--- src/rtl/uart_tx_param.sv ---
// uart_tx_param: parametrised UART transmitter with a small valid/ready input FIFO.
// Define UART_TX_BREAK_EN to add the i_break input that holds the idle line low.
module uart_tx_param #(
   parameter int unsigned DATA_BITS   = 8,
   parameter int unsigned OVERSAMPLE  = 16,
   parameter int unsigned STOP_TICKS  = 16,
   parameter int unsigned PARITY_MODE = 0,
   parameter int unsigned FIFO_DEPTH  = 4
) (
   input  logic                        i_clk,
   input  logic                        i_reset,
   input  logic                        i_bd_tick,
   input  logic [DATA_BITS-1:0]        i_data,
   input  logic                        i_valid,
`ifdef UART_TX_BREAK_EN
   input  logic                        i_break,
`endif
   output logic                        o_ready,
   output logic [$clog2(FIFO_DEPTH):0] o_fifo_count,
   output logic                        o_busy,
   output logic                        o_tx
);

   localparam int unsigned PTR_W = $clog2(FIFO_DEPTH);
   localparam int unsigned CNT_W = PTR_W + 1;
   localparam bit HAS_PARITY = (PARITY_MODE == 1) || (PARITY_MODE == 2);
   localparam bit ODD_PARITY = (PARITY_MODE == 2);

   typedef enum logic [2:0] {IDLE, START, DATA, PARITY, STOP} state_t;

   state_t               state_q, state_d;
   logic [5:0]           tick_q, tick_d;
   logic [4:0]           bit_q, bit_d;
   logic [DATA_BITS-1:0] shift_q, shift_d;
   logic                 par_q, par_d;
   logic                 tx_q, tx_d;

   logic                 push_c, pop_c, brk_c, tick_last_c;
   logic [5:0]           limit_c;

   logic [DATA_BITS-1:0] mem [FIFO_DEPTH];
   logic [PTR_W-1:0]     wr_ptr_q, rd_ptr_q;
   logic [CNT_W-1:0]     count_q;

`ifdef UART_TX_BREAK_EN
   assign brk_c = i_break;
`else
   assign brk_c = 1'b0;
`endif

   assign o_ready      = (count_q != CNT_W'(FIFO_DEPTH));
   assign o_fifo_count = count_q;
   assign o_busy       = (state_q != IDLE);
   assign o_tx         = tx_q;
   assign push_c       = i_valid && o_ready;

   // Bit boundary is the tick that completes the current state's count
   assign limit_c     = (state_q == STOP) ? 6'(STOP_TICKS - 1) : 6'(OVERSAMPLE - 1);
   assign tick_last_c = i_bd_tick && (tick_q == limit_c);

   always_ff @(posedge i_clk) begin
      if (i_reset) begin
         state_q <= IDLE;
         tick_q  <= '0;
         bit_q   <= '0;
         shift_q <= '0;
         par_q   <= 1'b0;
         tx_q    <= 1'b1;
      end else begin
         state_q <= state_d;
         tick_q  <= tick_d;
         bit_q   <= bit_d;
         shift_q <= shift_d;
         par_q   <= par_d;
         tx_q    <= tx_d;
      end
   end

   // Next state; the line level follows the current state one cycle later
   always_comb begin
      state_d = state_q;
      tick_d  = tick_q;
      bit_d   = bit_q;
      shift_d = shift_q;
      par_d   = par_q;
      pop_c   = 1'b0;
      tx_d    = 1'b1;

      if (state_q != IDLE && i_bd_tick) begin
         tick_d = tick_last_c ? 6'd0 : tick_q + 6'd1;
      end

      case (state_q)
         IDLE: begin
            tx_d = ~brk_c;
            if (!brk_c && count_q != '0) begin
               pop_c   = 1'b1;
               shift_d = mem[rd_ptr_q];
               tick_d  = 6'd0;
               par_d   = 1'b0;
               state_d = START;
            end
         end
         START: begin
            tx_d = 1'b0;
            if (tick_last_c) begin
               bit_d   = 5'd0;
               state_d = DATA;
            end
         end
         DATA: begin
            tx_d = shift_q[0];
            if (tick_last_c) begin
               shift_d = shift_q >> 1;
               par_d   = par_q ^ shift_q[0];
               bit_d   = bit_q + 5'd1;
               if (bit_q == 5'(DATA_BITS - 1)) begin
                  state_d = HAS_PARITY ? PARITY : STOP;
               end
            end
         end
         PARITY: begin
            tx_d = par_q ^ ODD_PARITY;
            if (tick_last_c) begin
               state_d = STOP;
            end
         end
         STOP: begin
            tx_d = 1'b1;
            // Back-to-back: a queued word starts without an idle bit time
            if (tick_last_c) begin
               if (!brk_c && count_q != '0) begin
                  pop_c   = 1'b1;
                  shift_d = mem[rd_ptr_q];
                  par_d   = 1'b0;
                  state_d = START;
               end else begin
                  state_d = IDLE;
               end
            end
         end
         default: state_d = IDLE;
      endcase
   end

   // FIFO pointers and occupancy
   always_ff @(posedge i_clk) begin
      if (i_reset) begin
         wr_ptr_q <= '0;
         rd_ptr_q <= '0;
         count_q  <= '0;
      end else begin
         if (push_c) wr_ptr_q <= wr_ptr_q + PTR_W'(1);
         if (pop_c)  rd_ptr_q <= rd_ptr_q + PTR_W'(1);
         case ({push_c, pop_c})
            2'b10:   count_q <= count_q + CNT_W'(1);
            2'b01:   count_q <= count_q - CNT_W'(1);
            default: count_q <= count_q;
         endcase
      end
   end

   always_ff @(posedge i_clk) begin
      if (push_c) mem[wr_ptr_q] <= i_data;
   end

endmodule

--- config.mk ---
export PLATFORM = sky130hd
export DESIGN_NAME = uart_tx_param
export DESIGN_NICKNAME = d
export VERILOG_FILES = /design/src/rtl/uart_tx_param.sv
export SDC_FILE = /design/constraint.sdc
export NUM_CORES = 1
export LEC_CHECK = 0
export ABC_AREA = 1
export CORE_MARGIN = 1
export CORE_UTILIZATION = 30
export DETAILED_ROUTE_END_ITERATION = 12
export PLACE_DENSITY = 0.44
export SKIP_CTS_REPAIR_TIMING = 1
export SYNTH_ARGS = -nofsm -noshare
export SYNTH_HDL_FRONTEND = slang
export SYNTH_SLANG_ARGS = --single-unit
--- constraint.sdc ---
create_clock -name i_clk -period 4.2 [get_ports i_clk]
set_input_delay 0.63 -clock i_clk [delete_from_list [all_inputs] [get_ports i_clk]]
set_output_delay 0.63 -clock i_clk [all_outputs]
set_load 0.005 [all_outputs]
==> results.json <==
{
  "synthMuxAreaShare_pct": 0,
  "worst_slew_pin_slew_ps": 905.7,
  "period_share_pct": 61.43,
  "start_util_pct": 30.81,
  "path_clk_slew_ps": 70,
  "drtPass1Iterations": 5,
  "whs_endpoint": "shift_q[7]",
  "synth_area_per_cell_um2": 8.421,
  "path_buf_inv": 4,
  "finalWorstSetupSlack_ps": 1620,
  "worstPathArrival_ps": 2800,
  "drtAntennaViolNets": 0,
  "yosys_warnings": 0,
  "fin_skew_ps": 7.294,
  "setup_viol": 0,
  "finalHoldViolations": 0,
  "max_freq_mhz": 387.6,
  "area_growth_pct": 17.11,
  "dp.final_hpwl_mm": 4.128,
  "ctsLongestPathBuffers": 2,
  "max_stage_delay_ps": 500,
  "layout_commonest_cell": "nand2_1",
  "synth_compound_area_share_pct": 8.765,
  "min_from": "shift_q[7]",
  "yosys.area_share.xor_xnor_pct": 1.169,
  "critPathSlowestCell": "clkdlybuf4s50_1",
  "avgViaCountPerCell": 4.321,
  "wirelength_mm": 6.077,
  "grt_setup_unrepaired": "false",
  "final_util_pct": 36.09,
  "first_iter_violations": 100,
  "pre_cts_slack_ps": 1268,
  "ios": 18,
  "status": "finished, final reports clean",
  "diodes": 0,
  "grt_pass1_vias": 2157,
  "place_inst": 498,
  "fillers": 1064,
  "stdcell_count": 514,
  "crit_path_cell_trace": "clkdlybuf4s50_1 > nand2_1 > inv_1 > nand3_4 > nand2_1 > nand2_1 > inv_1 > ha_1 > inv_1 > fa_1 > a21oi_1 > o21ai_0 > o21ai_0 > a21oi_1",
  "synth_top_family_by_area": "simple AND/OR/NAND/NOR gates",
  "wl_per_cell_um": 11.82,
  "die_w_um": 102.0,
  "die_h_um": 102.0,
  "yosysSeqAreaShare_pct": 54.09,
  "vias": 2221,
  "power_density_nw_per_um2": 631.4,
  "r2r_slack_ps": 1780,
  "end_kind": "flop",
  "p_leak_nw": 1.401,
  "mostFrequentLayoutCells": "84 x nand2_1, 73 x nor2_1, 36 x inv_1",
  "grt_max_degree": 18,
  "row_count": 36,
  "grt.overflow.total": 0,
  "htreeDepth": 3,
  "worstPathRequired_ps": 4420,
  "numPortBuffers": 17,
  "netlist_instances": 356,
  "ys_ff_latch": 65,
  "rr_endpoint": "o_fifo_count[2]",
  "grt_first_pass_wirelength_mm": 10.39,
  "whs_path_depth": 2,
  "final_max_slew_viol_count": 0,
  "synthAdderAreaFrac_pct": 3.589,
  "tns_ps": 0,
  "cts-root-buf": "clkbuf_8",
  "clock-sinks": 65,
  "maxCapViolations": 0,
  "route.detailed.drc": 0,
  "yosys.area.top_type": "edfxtp_1",
  "synth.top_cell.area_share_pct": 32.05,
  "ff2ff_path_depth": 14,
  "synth-simple-area-share_pct": 25.79,
  "cts_buffers": 9,
  "hold_path_class": "flop to flop",
  "insertion_delay_ps": 330,
  "start_kind": "input port",
  "netlist_area_um2": 2998,
  "r2r_start": "tick_q[0]",
  "fin_crit_ps": 2580,
  "syn_nets": 376,
  "core_region_area_um2": 9729,
  "maxSlewHeadroom_pct": 39.40,
  "ys_top_cells_by_area": "edfxtp_1 32%, dfxtp_1 22%, nand2_1 11%",
  "cpLargestDelayFamily": "buffers and inverters",
  "criticalPathCategory": "input port to flop",
  "drive_gt1_share_pct": 8.399,
  "cts_tree": "built",
  "netlist-cell-type-count": 31,
  "vdd_drop_max_v": 0.0001780,
  "worst-path-max-fanout": 9,
  "dieArea_um2": 10400,
  "nNetsFinal": 396,
  "gp_congestion": 0.7471,
  "grt_use_total_pct": 13.37,
  "antenna_found_initial": 0
}
-- cell usage after synthesis (all sizes together) --
| library cell | instances |
|---|---|
| inv | 40 |
| nand3 | 9 |
| nor2 | 75 |
| nor3 | 3 |
| fa | 1 |
| xnor2 | 1 |
| nand4 | 1 |
| dfxtp | 33 |
| o21ai | 26 |
| clkbuf | 3 |
| a31o | 1 |
| ha | 7 |
| o22ai | 1 |
| edfxtp | 32 |
| o2111ai | 1 |
| buf | 5 |
| xor2 | 3 |
| a21oi | 21 |
| nor3b | 3 |
| nand2 | 90 |
-- metal layers --
| metal | wire length [um] | GRT usage, % |
|---|---|---|
| met4 | 56 | 5.275 |
| met5 | 0 | 0 |
| met1 | 3089 | 17.52 |
| met3 | 176 | 4.036 |
| met2 | 2754 | 20.65 |
-- logic make-up after synthesis --
| group | count (synthesis) |
|---|---|
| buffers and inverters | 48 |
| and+or+nand+nor | 181 |
| AOI/OAI and AO/OA | 50 |
| xor gates and xnor gates | 4 |
| DFF | 65 |
| adders and majority gates | 8 |
-- stage by stage --
step / area [um^2] / hold slack, ps / power (mW)
final: 3511 / 478.2 / 2.217
after CTS: 3511 / 485.4 / 2.258
after global routing: 3511 / 512.7 / 2.424
after floorplan: 2998 / 439.0 / 1.454
after detailed placement: 3292 / 477.0 / 1.663
after global placement: 3292 / 455.0 / 1.660
-- worst max path at each step --
stage | end | depth (start not counted) | slack (ps) | start
after floorplan | o_fifo_count[2] | 13 | 1990 | i_bd_tick
final | o_fifo_count[2] | 14 | 1620 | i_bd_tick
after global placement | o_fifo_count[2] | 14 | 1330 | i_bd_tick
after detailed placement | o_fifo_count[2] | 14 | 1270 | i_bd_tick
after CTS | o_fifo_count[2] | 14 | 1640 | i_bd_tick
after global routing | o_fifo_count[2] | 14 | 1390 | i_bd_tick
-- power breakdown --
part / total [mW] / internal [mW] / switching [mW]
Clock: 0.584 / 0.336 / 0.248
Sequential: 0.869 / 0.780 / 0.0892
Combinational: 0.763 / 0.274 / 0.489
-- state kept, by name, indices dropped and copies added, names as in the netlist, 2 cells and up, named ones only --
name / cells
rd_ptr_q: 2
mem: 32
o_fifo_count: 3
shift_q: 8
wr_ptr_q: 2
state_q: 3
bit_q: 5
tick_q: 6
-- worst register-to-register path: cells and delay by family (launching register included) --
family	cells	cell delay (ps)
fa+ha+maj	3	760
compound gates	4	460
flops	1	410
simple gates	4	400
buf+inv	3	270
-- area by class of cell --
class | count | area (um^2) | area share [%]
Clock buffer | 10 | 127.6 | 3.635
Clock inverter | 6 | 91.34 | 2.602
Inverter | 40 | 155.1 | 4.419
Multi-Input combinational cell | 243 | 1179 | 33.57
Sequential cell | 65 | 1622 | 46.19
Tap cell | 133 | 166.4 | 4.740
Timing Repair Buffer | 17 | 170.2 | 4.847
Note: power is estimated with default switching activity, not from simulation.
